`src/rtl/gpu_pkg.sv`:
```
// ---------------------------------------------------------------------------
// gpu_pkg
// Shared definitions for the GPU pipeline stages: datapath widths, opcode
// constants, instruction field positions and the opcode -> class decode.
// No ports (package).
// ---------------------------------------------------------------------------
package gpu_pkg;

    localparam int NUM_REGS      = 16;
    localparam int REG_IDX_WIDTH = $clog2(NUM_REGS);
    localparam int DATA_WIDTH    = 16;
    localparam int PC_WIDTH      = 16;
    localparam int IR_WIDTH      = 32;
    localparam int OPCODE_WIDTH  = 8;

    // Instruction layout: opcode | dest | src1 | src2 | (imm overlaps src2)
    localparam int IR_OPCODE_LSB = 24;
    localparam int IR_DEST_LSB   = 20;
    localparam int IR_SRC1_LSB   = 16;
    localparam int IR_SRC2_LSB   = 12;
    localparam int IR_IMM_LSB    = 0;

    localparam logic [OPCODE_WIDTH-1:0] OP_ADD  = 8'h01;
    localparam logic [OPCODE_WIDTH-1:0] OP_SUB  = 8'h02;
    localparam logic [OPCODE_WIDTH-1:0] OP_ADDI = 8'h03;
    localparam logic [OPCODE_WIDTH-1:0] OP_MOVI = 8'h04;
    localparam logic [OPCODE_WIDTH-1:0] OP_BR   = 8'h10;
    localparam logic [OPCODE_WIDTH-1:0] OP_BRZ  = 8'h11;
    localparam logic [OPCODE_WIDTH-1:0] OP_ST   = 8'h20;
    localparam logic [OPCODE_WIDTH-1:0] OP_NOP  = 8'hFF;

    typedef struct packed {
        logic readsSrc1;
        logic readsSrc2;
        logic writesDest;
        logic isBranch;
    } opClass_t;

    // Unknown opcodes decode like NOP: they touch no registers and never stall.
    function automatic opClass_t decodeClass(input logic [OPCODE_WIDTH-1:0] opcode);
        opClass_t cls;
        cls = '0;
        case (opcode)
            OP_ADD, OP_SUB: begin
                cls.readsSrc1  = 1'b1;
                cls.readsSrc2  = 1'b1;
                cls.writesDest = 1'b1;
            end
            OP_ADDI: begin
                cls.readsSrc1  = 1'b1;
                cls.writesDest = 1'b1;
            end
            OP_MOVI: cls.writesDest = 1'b1;
            OP_BR:   cls.isBranch   = 1'b1;
            OP_BRZ: begin
                cls.readsSrc1 = 1'b1;
                cls.isBranch  = 1'b1;
            end
            OP_ST: begin
                cls.readsSrc1 = 1'b1;
                cls.readsSrc2 = 1'b1;
            end
            default: cls = '0;
        endcase
        return cls;
    endfunction

endpackage

```
`src/rtl/decode_stage_if.sv`:
```
// ---------------------------------------------------------------------------
// decode_stage_if
// Bundles the fetch-side inputs, writeback/control inputs and the issue-side
// outputs of the decode stage.
//   master : drives the I_* signals, observes the O_* signals (fetch/env side)
//   slave  : the decode stage itself
// ---------------------------------------------------------------------------
interface decode_stage_if;

    logic                            I_LOCK;
    logic [gpu_pkg::PC_WIDTH-1:0]    I_PC;
    logic [gpu_pkg::IR_WIDTH-1:0]    I_IR;
    logic                            I_FE_Valid;
    logic                            I_BranchAddrSelect;
    logic                            I_GPUStallSignal;
    logic                            I_WB_Enable;
    logic [gpu_pkg::REG_IDX_WIDTH-1:0] I_WB_RegIdx;
    logic [gpu_pkg::DATA_WIDTH-1:0]  I_WB_Data;

    logic                            O_LOCK;
    logic [gpu_pkg::PC_WIDTH-1:0]    O_PC;
    logic [gpu_pkg::OPCODE_WIDTH-1:0] O_Opcode;
    logic [gpu_pkg::REG_IDX_WIDTH-1:0] O_DestRegIdx;
    logic [gpu_pkg::DATA_WIDTH-1:0]  O_Src1Value;
    logic [gpu_pkg::DATA_WIDTH-1:0]  O_Src2Value;
    logic [gpu_pkg::DATA_WIDTH-1:0]  O_Imm;
    logic                            O_DE_Valid;
    logic                            O_BranchStallSignal;
    logic                            O_DepStallSignal;

    modport master (
        output I_LOCK, I_PC, I_IR, I_FE_Valid, I_BranchAddrSelect, I_GPUStallSignal,
               I_WB_Enable, I_WB_RegIdx, I_WB_Data,
        input  O_LOCK, O_PC, O_Opcode, O_DestRegIdx, O_Src1Value, O_Src2Value, O_Imm,
               O_DE_Valid, O_BranchStallSignal, O_DepStallSignal
    );

    modport slave (
        input  I_LOCK, I_PC, I_IR, I_FE_Valid, I_BranchAddrSelect, I_GPUStallSignal,
               I_WB_Enable, I_WB_RegIdx, I_WB_Data,
        output O_LOCK, O_PC, O_Opcode, O_DestRegIdx, O_Src1Value, O_Src2Value, O_Imm,
               O_DE_Valid, O_BranchStallSignal, O_DepStallSignal
    );

endinterface

```
`src/rtl/regfile_scoreboard.sv`:
```
// ---------------------------------------------------------------------------
// regfile_scoreboard
// Architectural register file with writeback bypass on both read ports, plus
// one busy bit per register tracking in-flight destinations.
//   clk_i, rst_ni            : negedge clock, async active-low reset
//   wbEnable_i/wbIdx_i/wbData_i : writeback port (writes array, clears busy)
//   src1Idx_i/src2Idx_i      : read indices -> src1Value_o/src2Value_o
//   destIdx_i, setEnable_i   : mark destIdx_i busy (issue of a writer)
//   clearAll_i               : drop every busy bit (pipeline flush)
//   src1Busy_o/src2Busy_o/destBusy_o : busy bits, ignoring ones cleared now
// ---------------------------------------------------------------------------
module regfile_scoreboard
    import gpu_pkg::*;
(
    input  logic                     clk_i,
    input  logic                     rst_ni,
    input  logic                     wbEnable_i,
    input  logic [REG_IDX_WIDTH-1:0] wbIdx_i,
    input  logic [DATA_WIDTH-1:0]    wbData_i,
    input  logic [REG_IDX_WIDTH-1:0] src1Idx_i,
    input  logic [REG_IDX_WIDTH-1:0] src2Idx_i,
    input  logic [REG_IDX_WIDTH-1:0] destIdx_i,
    input  logic                     setEnable_i,
    input  logic                     clearAll_i,
    output logic [DATA_WIDTH-1:0]    src1Value_o,
    output logic [DATA_WIDTH-1:0]    src2Value_o,
    output logic                     src1Busy_o,
    output logic                     src2Busy_o,
    output logic                     destBusy_o
);

    logic [DATA_WIDTH-1:0] regs_q [NUM_REGS];
    logic [NUM_REGS-1:0]   busy_q;
    logic [NUM_REGS-1:0]   busy_d;
    logic [NUM_REGS-1:0]   wbClear;
    logic [NUM_REGS-1:0]   setMask;
    logic [NUM_REGS-1:0]   busyEff;

    // The OR with setMask comes after the clear so a same-index set wins.
    always_comb begin
        wbClear = '0;
        setMask = '0;
        if (wbEnable_i) wbClear[wbIdx_i] = 1'b1;
        if (setEnable_i) setMask[destIdx_i] = 1'b1;
        busyEff = busy_q & ~wbClear;
        if (clearAll_i) busy_d = '0;
        else            busy_d = busyEff | setMask;
    end

    assign src1Busy_o = busyEff[src1Idx_i];
    assign src2Busy_o = busyEff[src2Idx_i];
    assign destBusy_o = busyEff[destIdx_i];

    assign src1Value_o = (wbEnable_i && (wbIdx_i == src1Idx_i)) ? wbData_i : regs_q[src1Idx_i];
    assign src2Value_o = (wbEnable_i && (wbIdx_i == src2Idx_i)) ? wbData_i : regs_q[src2Idx_i];

    always_ff @(negedge clk_i or negedge rst_ni) begin
        if (!rst_ni) begin
            for (int i = 0; i < NUM_REGS; i++) regs_q[i] <= '0;
            busy_q <= '0;
        end else begin
            if (wbEnable_i) regs_q[wbIdx_i] <= wbData_i;
            busy_q <= busy_d;
        end
    end

endmodule

```
`src/rtl/decode_stage.sv`:
```
// ---------------------------------------------------------------------------
// decode_stage
// Decodes the fetched instruction, reads operands, detects register and
// branch hazards and latches the issued instruction for execute.
//   I_CLOCK   : stage clock, state changes on the falling edge
//   I_RESET_N : asynchronous active-low reset
//   bus       : decode_stage_if.slave (fetch inputs, writeback, issue outputs)
// ---------------------------------------------------------------------------
module decode_stage
    import gpu_pkg::*;
(
    input logic           I_CLOCK,
    input logic           I_RESET_N,
    decode_stage_if.slave bus
);

    logic [OPCODE_WIDTH-1:0]  opcode;
    logic [REG_IDX_WIDTH-1:0] destIdx;
    logic [REG_IDX_WIDTH-1:0] src1Idx;
    logic [REG_IDX_WIDTH-1:0] src2Idx;
    logic [DATA_WIDTH-1:0]    imm;
    logic [DATA_WIDTH-1:0]    src1Value;
    logic [DATA_WIDTH-1:0]    src2Value;
    opClass_t                 opClass;
    logic                     src1Busy, src2Busy, destBusy;
    logic                     depHazard;
    logic                     issue;

    logic                     lock_q, lock_d;
    logic [PC_WIDTH-1:0]      pc_q, pc_d;
    logic [OPCODE_WIDTH-1:0]  opcode_q, opcode_d;
    logic [REG_IDX_WIDTH-1:0] destIdx_q, destIdx_d;
    logic [DATA_WIDTH-1:0]    src1Value_q, src1Value_d;
    logic [DATA_WIDTH-1:0]    src2Value_q, src2Value_d;
    logic [DATA_WIDTH-1:0]    imm_q, imm_d;
    logic                     deValid_q, deValid_d;
    logic                     branchPending_q, branchPending_d;

    assign opcode  = bus.I_IR[IR_OPCODE_LSB +: OPCODE_WIDTH];
    assign destIdx = bus.I_IR[IR_DEST_LSB +: REG_IDX_WIDTH];
    assign src1Idx = bus.I_IR[IR_SRC1_LSB +: REG_IDX_WIDTH];
    assign src2Idx = bus.I_IR[IR_SRC2_LSB +: REG_IDX_WIDTH];
    assign imm     = bus.I_IR[IR_IMM_LSB +: DATA_WIDTH];
    assign opClass = decodeClass(opcode);

    regfile_scoreboard u_regfile (
        .clk_i       (I_CLOCK),
        .rst_ni      (I_RESET_N),
        .wbEnable_i  (bus.I_WB_Enable),
        .wbIdx_i     (bus.I_WB_RegIdx),
        .wbData_i    (bus.I_WB_Data),
        .src1Idx_i   (src1Idx),
        .src2Idx_i   (src2Idx),
        .destIdx_i   (destIdx),
        .setEnable_i (issue && opClass.writesDest),
        .clearAll_i  (!bus.I_LOCK),
        .src1Value_o (src1Value),
        .src2Value_o (src2Value),
        .src1Busy_o  (src1Busy),
        .src2Busy_o  (src2Busy),
        .destBusy_o  (destBusy)
    );

    // While a branch is pending, fetch is already held by the branch stall,
    // so a register hazard is not reported on top of it. The dest check
    // prevents a second writer overtaking an older in-flight write.
    assign depHazard = bus.I_FE_Valid && !branchPending_q &&
                       ((opClass.readsSrc1  && src1Busy) ||
                        (opClass.readsSrc2  && src2Busy) ||
                        (opClass.writesDest && destBusy));

    assign issue = bus.I_LOCK && bus.I_FE_Valid && !depHazard &&
                   !branchPending_q && !bus.I_GPUStallSignal;

    // Next-state: flush beats GPU stall beats issue; a branch resolution
    // clearing the pending flag beats a new branch setting it.
    always_comb begin
        lock_d          = bus.I_LOCK;
        pc_d            = pc_q;
        opcode_d        = opcode_q;
        destIdx_d       = destIdx_q;
        src1Value_d     = src1Value_q;
        src2Value_d     = src2Value_q;
        imm_d           = imm_q;
        deValid_d       = deValid_q;
        branchPending_d = branchPending_q;
        if (!bus.I_LOCK) begin
            deValid_d       = 1'b0;
            branchPending_d = 1'b0;
        end else begin
            if (bus.I_BranchAddrSelect) begin
                branchPending_d = 1'b0;
            end else if (issue && opClass.isBranch) begin
                branchPending_d = 1'b1;
            end
            if (bus.I_GPUStallSignal) begin
                deValid_d = deValid_q;
            end else if (issue) begin
                pc_d        = bus.I_PC;
                opcode_d    = opcode;
                destIdx_d   = destIdx;
                src1Value_d = src1Value;
                src2Value_d = src2Value;
                imm_d       = imm;
                deValid_d   = 1'b1;
            end else begin
                deValid_d = 1'b0;
            end
        end
    end

    always_ff @(negedge I_CLOCK or negedge I_RESET_N) begin
        if (!I_RESET_N) begin
            lock_q          <= 1'b0;
            pc_q            <= '0;
            opcode_q        <= OP_NOP;
            destIdx_q       <= '0;
            src1Value_q     <= '0;
            src2Value_q     <= '0;
            imm_q           <= '0;
            deValid_q       <= 1'b0;
            branchPending_q <= 1'b0;
        end else begin
            lock_q          <= lock_d;
            pc_q            <= pc_d;
            opcode_q        <= opcode_d;
            destIdx_q       <= destIdx_d;
            src1Value_q     <= src1Value_d;
            src2Value_q     <= src2Value_d;
            imm_q           <= imm_d;
            deValid_q       <= deValid_d;
            branchPending_q <= branchPending_d;
        end
    end

    assign bus.O_LOCK              = lock_q;
    assign bus.O_PC                = pc_q;
    assign bus.O_Opcode            = opcode_q;
    assign bus.O_DestRegIdx        = destIdx_q;
    assign bus.O_Src1Value         = src1Value_q;
    assign bus.O_Src2Value         = src2Value_q;
    assign bus.O_Imm               = imm_q;
    assign bus.O_DE_Valid          = deValid_q;
    assign bus.O_BranchStallSignal = branchPending_q;
    assign bus.O_DepStallSignal    = depHazard && bus.I_LOCK;

endmodule

```
`src/flat_wrapper.sv`:
```
// flat-port wrapper written by rule: the top's interface ports become plain ports
module decode_stage_flat import gpu_pkg::*;
  (I_CLOCK, I_RESET_N, bus_I_LOCK, bus_I_PC, bus_I_IR, bus_I_FE_Valid, bus_I_BranchAddrSelect, bus_I_GPUStallSignal, bus_I_WB_Enable, bus_I_WB_RegIdx, bus_I_WB_Data, bus_O_LOCK, bus_O_PC, bus_O_Opcode, bus_O_DestRegIdx, bus_O_Src1Value, bus_O_Src2Value, bus_O_Imm, bus_O_DE_Valid, bus_O_BranchStallSignal, bus_O_DepStallSignal);
  decode_stage_if bus_i ();
  input logic I_CLOCK;
  input logic I_RESET_N;
  input wire logic [$bits(bus_i.I_LOCK)-1:0] bus_I_LOCK;
  input wire logic [$bits(bus_i.I_PC)-1:0] bus_I_PC;
  input wire logic [$bits(bus_i.I_IR)-1:0] bus_I_IR;
  input wire logic [$bits(bus_i.I_FE_Valid)-1:0] bus_I_FE_Valid;
  input wire logic [$bits(bus_i.I_BranchAddrSelect)-1:0] bus_I_BranchAddrSelect;
  input wire logic [$bits(bus_i.I_GPUStallSignal)-1:0] bus_I_GPUStallSignal;
  input wire logic [$bits(bus_i.I_WB_Enable)-1:0] bus_I_WB_Enable;
  input wire logic [$bits(bus_i.I_WB_RegIdx)-1:0] bus_I_WB_RegIdx;
  input wire logic [$bits(bus_i.I_WB_Data)-1:0] bus_I_WB_Data;
  output wire logic [$bits(bus_i.O_LOCK)-1:0] bus_O_LOCK;
  output wire logic [$bits(bus_i.O_PC)-1:0] bus_O_PC;
  output wire logic [$bits(bus_i.O_Opcode)-1:0] bus_O_Opcode;
  output wire logic [$bits(bus_i.O_DestRegIdx)-1:0] bus_O_DestRegIdx;
  output wire logic [$bits(bus_i.O_Src1Value)-1:0] bus_O_Src1Value;
  output wire logic [$bits(bus_i.O_Src2Value)-1:0] bus_O_Src2Value;
  output wire logic [$bits(bus_i.O_Imm)-1:0] bus_O_Imm;
  output wire logic [$bits(bus_i.O_DE_Valid)-1:0] bus_O_DE_Valid;
  output wire logic [$bits(bus_i.O_BranchStallSignal)-1:0] bus_O_BranchStallSignal;
  output wire logic [$bits(bus_i.O_DepStallSignal)-1:0] bus_O_DepStallSignal;
  assign bus_i.I_LOCK = bus_I_LOCK;
  assign bus_i.I_PC = bus_I_PC;
  assign bus_i.I_IR = bus_I_IR;
  assign bus_i.I_FE_Valid = bus_I_FE_Valid;
  assign bus_i.I_BranchAddrSelect = bus_I_BranchAddrSelect;
  assign bus_i.I_GPUStallSignal = bus_I_GPUStallSignal;
  assign bus_i.I_WB_Enable = bus_I_WB_Enable;
  assign bus_i.I_WB_RegIdx = bus_I_WB_RegIdx;
  assign bus_i.I_WB_Data = bus_I_WB_Data;
  assign bus_O_LOCK = bus_i.O_LOCK;
  assign bus_O_PC = bus_i.O_PC;
  assign bus_O_Opcode = bus_i.O_Opcode;
  assign bus_O_DestRegIdx = bus_i.O_DestRegIdx;
  assign bus_O_Src1Value = bus_i.O_Src1Value;
  assign bus_O_Src2Value = bus_i.O_Src2Value;
  assign bus_O_Imm = bus_i.O_Imm;
  assign bus_O_DE_Valid = bus_i.O_DE_Valid;
  assign bus_O_BranchStallSignal = bus_i.O_BranchStallSignal;
  assign bus_O_DepStallSignal = bus_i.O_DepStallSignal;
  decode_stage u_core (.I_CLOCK(I_CLOCK), .I_RESET_N(I_RESET_N), .bus(bus_i));
endmodule
```
`config.mk`:
```
export PLATFORM = sky130hd
export DESIGN_NAME = decode_stage_flat
export DESIGN_NICKNAME = d
export VERILOG_FILES = /design/src/rtl/gpu_pkg.sv /design/src/rtl/decode_stage_if.sv /design/src/rtl/regfile_scoreboard.sv /design/src/rtl/decode_stage.sv /design/src/flat_wrapper.sv
export SDC_FILE = /design/constraint.sdc
export NUM_CORES = 1
export LEC_CHECK = 0
export BUFFER_PORTS_ARGS = -buffer_cell sky130_fd_sc_hd__clkbuf_2
export CAP_MARGIN = 10
export CORE_ASPECT_RATIO = 0.75
export CORE_UTILIZATION = 61
export CTS_CLUSTER_DIAMETER = 120
export DETAILED_ROUTE_END_ITERATION = 7
export PLACE_DENSITY = 0.82
export SETUP_SLACK_MARGIN = 0.4
export SYNTH_ARGS = -nofsm -noshare
export SYNTH_HDL_FRONTEND = slang
export SYNTH_SLANG_ARGS = --single-unit
```
`constraint.sdc`:
```
create_clock -name I_CLOCK -period 3.1 [get_ports I_CLOCK]
set_input_delay 0.31 -clock I_CLOCK [delete_from_list [all_inputs] [get_ports I_CLOCK]]
set_output_delay 0.31 -clock I_CLOCK [all_outputs]
set_load 0.05 [all_outputs]
```
==> impl_metrics.json <==
{
  "overflow": 0,
  "first_iter_violations": 1333,
  "ir_worst_vdd_v": 0.000547,
  "ys_seq_area_share_pct": 47.6,
  "cts_max_level": 2,
  "grt_max_degree": 52,
  "post_drt_wl_per_cell_um": 29.3,
  "worst-path-buf-inv": 3,
  "port_buffers": 154,
  "via_per_inst": 6.76,
  "dp.cells": 1844,
  "ys_async_sr_fraction_pct": 100,
  "clkSlewWorstSetupHoldPaths_ns": 0.05,
  "synth_top_area_share_pct": 46.5,
  "cp.arrival_ns": 4.18,
  "final_antenna_net_count": 0,
  "clock_path_buffers": 3,
  "finalMaxSlewViolations": 0,
  "layout_commonest_cell": "dfrtn_1",
  "tritoncts": "done",
  "clkLatencyLatePin_ns": 0.59,
  "cpMostUsedCell": "buf_4",
  "rows": 54,
  "grt_pass1_vias": 13700,
  "rsz0062_at_grt": "true",
  "nets": 1650,
  "fin_setup_tns_ns": -93.84,
  "antennaDiodeCount": 0,
  "ctsHoldBuffers": 0,
  "die_x_um": 203,
  "antenna_found_initial": 0,
  "worst_ep_required_time_ns": 2.79,
  "wl_met2_um": 27800,
  "p_per_area_nw_per_um2": 680,
  "synthesis.area_um2": 18500,
  "finClkSkew_ns": 0.0633,
  "first_pass_iters": 6,
  "drt_wl_total_um": 58300,
  "synthFlopType": "dfrtn_1",
  "finalNonFillerCells": 1988,
  "grt_pass1_wl_um": 83300,
  "route.detailed.drc": 0,
  "synthToLayoutAreaGrowth_pct": 32.7,
  "critPathSlowestCell": "dfrtn_1",
  "grt_use_total_pct": 35.9,
  "hold_violations": 0,
  "yosys-top-cells-area": "dfrtn_1, mux2_2, mux4_2",
  "highest_layer": "met4",
  "path_max_fanout": 3,
  "violations": "negative setup slack",
  "ctsRootBufferMaster": "clkbuf_16",
  "synth_top_area_cell": "dfrtn_1",
  "finalInstanceArea_um2": 24500,
  "fillerInstances": 1409,
  "syn_avg_cell_area_um2": 15.1,
  "critPathMaxStageDelay_ns": 0.48,
  "cp_top_family": "compound AO/OA/AOI/OAI gates",
  "hold_path.class": "reg2reg",
  "gp_congestion": 0.942,
  "die_area_um2": 31000,
  "maxCapViolCount": 0,
  "layout_common_cells": "dfrtn_1, mux2_2, buf_4",
  "tightestPinTransition_ns": 0.514,
  "syn_inst": 1224,
  "outcome": "complete, but fails checks",
  "met3_length_um": 5810,
  "drive_gt1_share_pct": 64.0,
  "initial_core_util_pct": 62.8,
  "pin_count": 155,
  "critPathLaunchType": "flop",
  "ys_warn_count": 0,
  "synthesis.nets": 1299,
  "placed_cell_area_um2": 21200,
  "fp.dieH_um": 153,
  "cts_inserted_buffers": 37,
  "clock_sinks": 351,
  "power_mw": 16.7,
  "yosysUniqueCellTypes": 60,
  "setup_viol": 104,
  "cp_cell_sequence": "a21boi_0 -> o41ai_1 -> a2111oi_2 -> a32oi_2 -> buf_4 -> a31oi_1 -> buf_4 -> buf_12",
  "dr_total_vias": 13400,
  "path_class": "reg2out",
  "cp-end-kind": "output port",
  "synth-edff-count": 0,
  "wl_met1_um": 22500,
  "slew_headroom_pct": 65.7,
  "fin_util_pct": 83.4,
  "worst_slack_ns": -1.39,
  "ys_seq_elements": 351,
  "core_um2": 29400,
  "hpwl_um": 33700,
  "p_leak_nw": 10.8
}
area by class of cell:
type	instances	area [µm²]	share of cell area (%)
Inverter	4	15.0	0.0613
Sequential cell	351	8790	35.9
Multi-Input combinational cell	762	9800	40.0
Tap cell	392	490	2.00
Clock buffer	51	1040	4.24
Timing Repair Buffer	411	4230	17.3
Clock inverter	17	136	0.557
registers in the layout, indices dropped and copies added (netlist names):
signal	flops
u_core.bus.O_Opcode	8
u_core.bus.O_PC	16
u_core.bus.O_LOCK	1
u_core.bus.O_Imm	16
u_core.bus.O_Src1Value	16
u_core.bus.O_BranchStallSignal	1
u_core.bus.O_DE_Valid	1
u_core.bus.O_DestRegIdx	4
u_core.u_regfile.regs_q	256
u_core.bus.O_Src2Value	16
u_core.u_regfile.busy_q	16
worst paths after layout:
check	endpoint	start	slack (ns)	depth (start not counted)
max	bus_O_DepStallSignal	u_core.u_regfile.busy_q[0]$_DFF_NN0_	-1.39	8
min	u_core.u_regfile.regs_q[153]$_DFFE_NN0P_	u_core.u_regfile.regs_q[153]$_DFFE_NN0P_	0.45	2
max reg2reg	u_core.bus.O_PC[10]$_DFFE_NN0P_	u_core.u_regfile.busy_q[8]$_DFF_NN0_	0.36	10
min reg2reg	u_core.u_regfile.regs_q[153]$_DFFE_NN0P_	u_core.u_regfile.regs_q[153]$_DFFE_NN0P_	0.45	2
max in group asynchronous	u_core.bus.O_Opcode[2]$_DFFE_NN1P_	I_RESET_N	1.29	2
min in group asynchronous	u_core.bus.O_PC[14]$_DFFE_NN0P_	I_RESET_N	1.12	1
kinds of logic after synthesis:
group,synth area share (%)
mux,41.8
flops,47.6
compound gates,2.56
buf+inv,2.87
xor+xnor,0.569
simple gates,4.60
cells in the mapped netlist (3+ instances only):
| master | instances |
|---|---|
| dfrtn_1 | 343 |
| mux2_2 | 329 |
| mux4_2 | 164 |
| clkbuf_1 | 70 |
| nand2_1 | 70 |
| o21ai_0 | 24 |
| nand3_1 | 20 |
| mux2_4 | 18 |
| nor2_1 | 16 |
| buf_2 | 13 |
| buf_1 | 10 |
| o211ai_1 | 9 |
| xor2_1 | 9 |
| a21oi_1 | 8 |
| dfstp_2 | 8 |
| nand2b_1 | 8 |
| buf_4 | 7 |
| nor2b_1 | 7 |
| nand4_1 | 6 |
| nor2_2 | 6 |
| inv_1 | 5 |
| o22ai_1 | 5 |
| a31oi_1 | 4 |
| nand3b_1 | 4 |
| and4_1 | 3 |
| buf_12 | 3 |
| buf_6 | 3 |
| xnor2_1 | 3 |
metrics by stage:
step	setup WS (ns)	hold WS, ns
floorplan	-1.22	0.419
global placement	-1.38	0.434
detailed placement	-1.43	0.447
CTS	-1.22	0.449
global route	-1.48	0.471
finish	-1.39	0.449
routing by layer:
metal	GRT usage, %	vias up
li1	-	5394
met3	7.53	172
met5	0	-
met2	56.6	851
met4	11.1	0
met1	50.9	7020
where the power goes:
group          internal [mW]  switching (mW)  total (mW)
logic                   3.11            2.47        5.57
registers               5.78           0.925        6.70
clock network           2.52            1.86        4.38
worst min-delay path, stage by stage, from the launching register on:
cell and delay [ns]:
dfrtn_1 0.42, nand2_1 0.06, nand2_1 0.06
repair_timing:
| action | in CTS | in global routing |
|---|---|---|
| endpoints found under the setup margin | 430 | 430 |
| resized for setup | 115 | 366 |
| buffers inserted | 11 | 54 |
| pin swaps | 12 | 19 |
| gates cloned | 8 | 4 |
(Power assumes the default switching activity.)
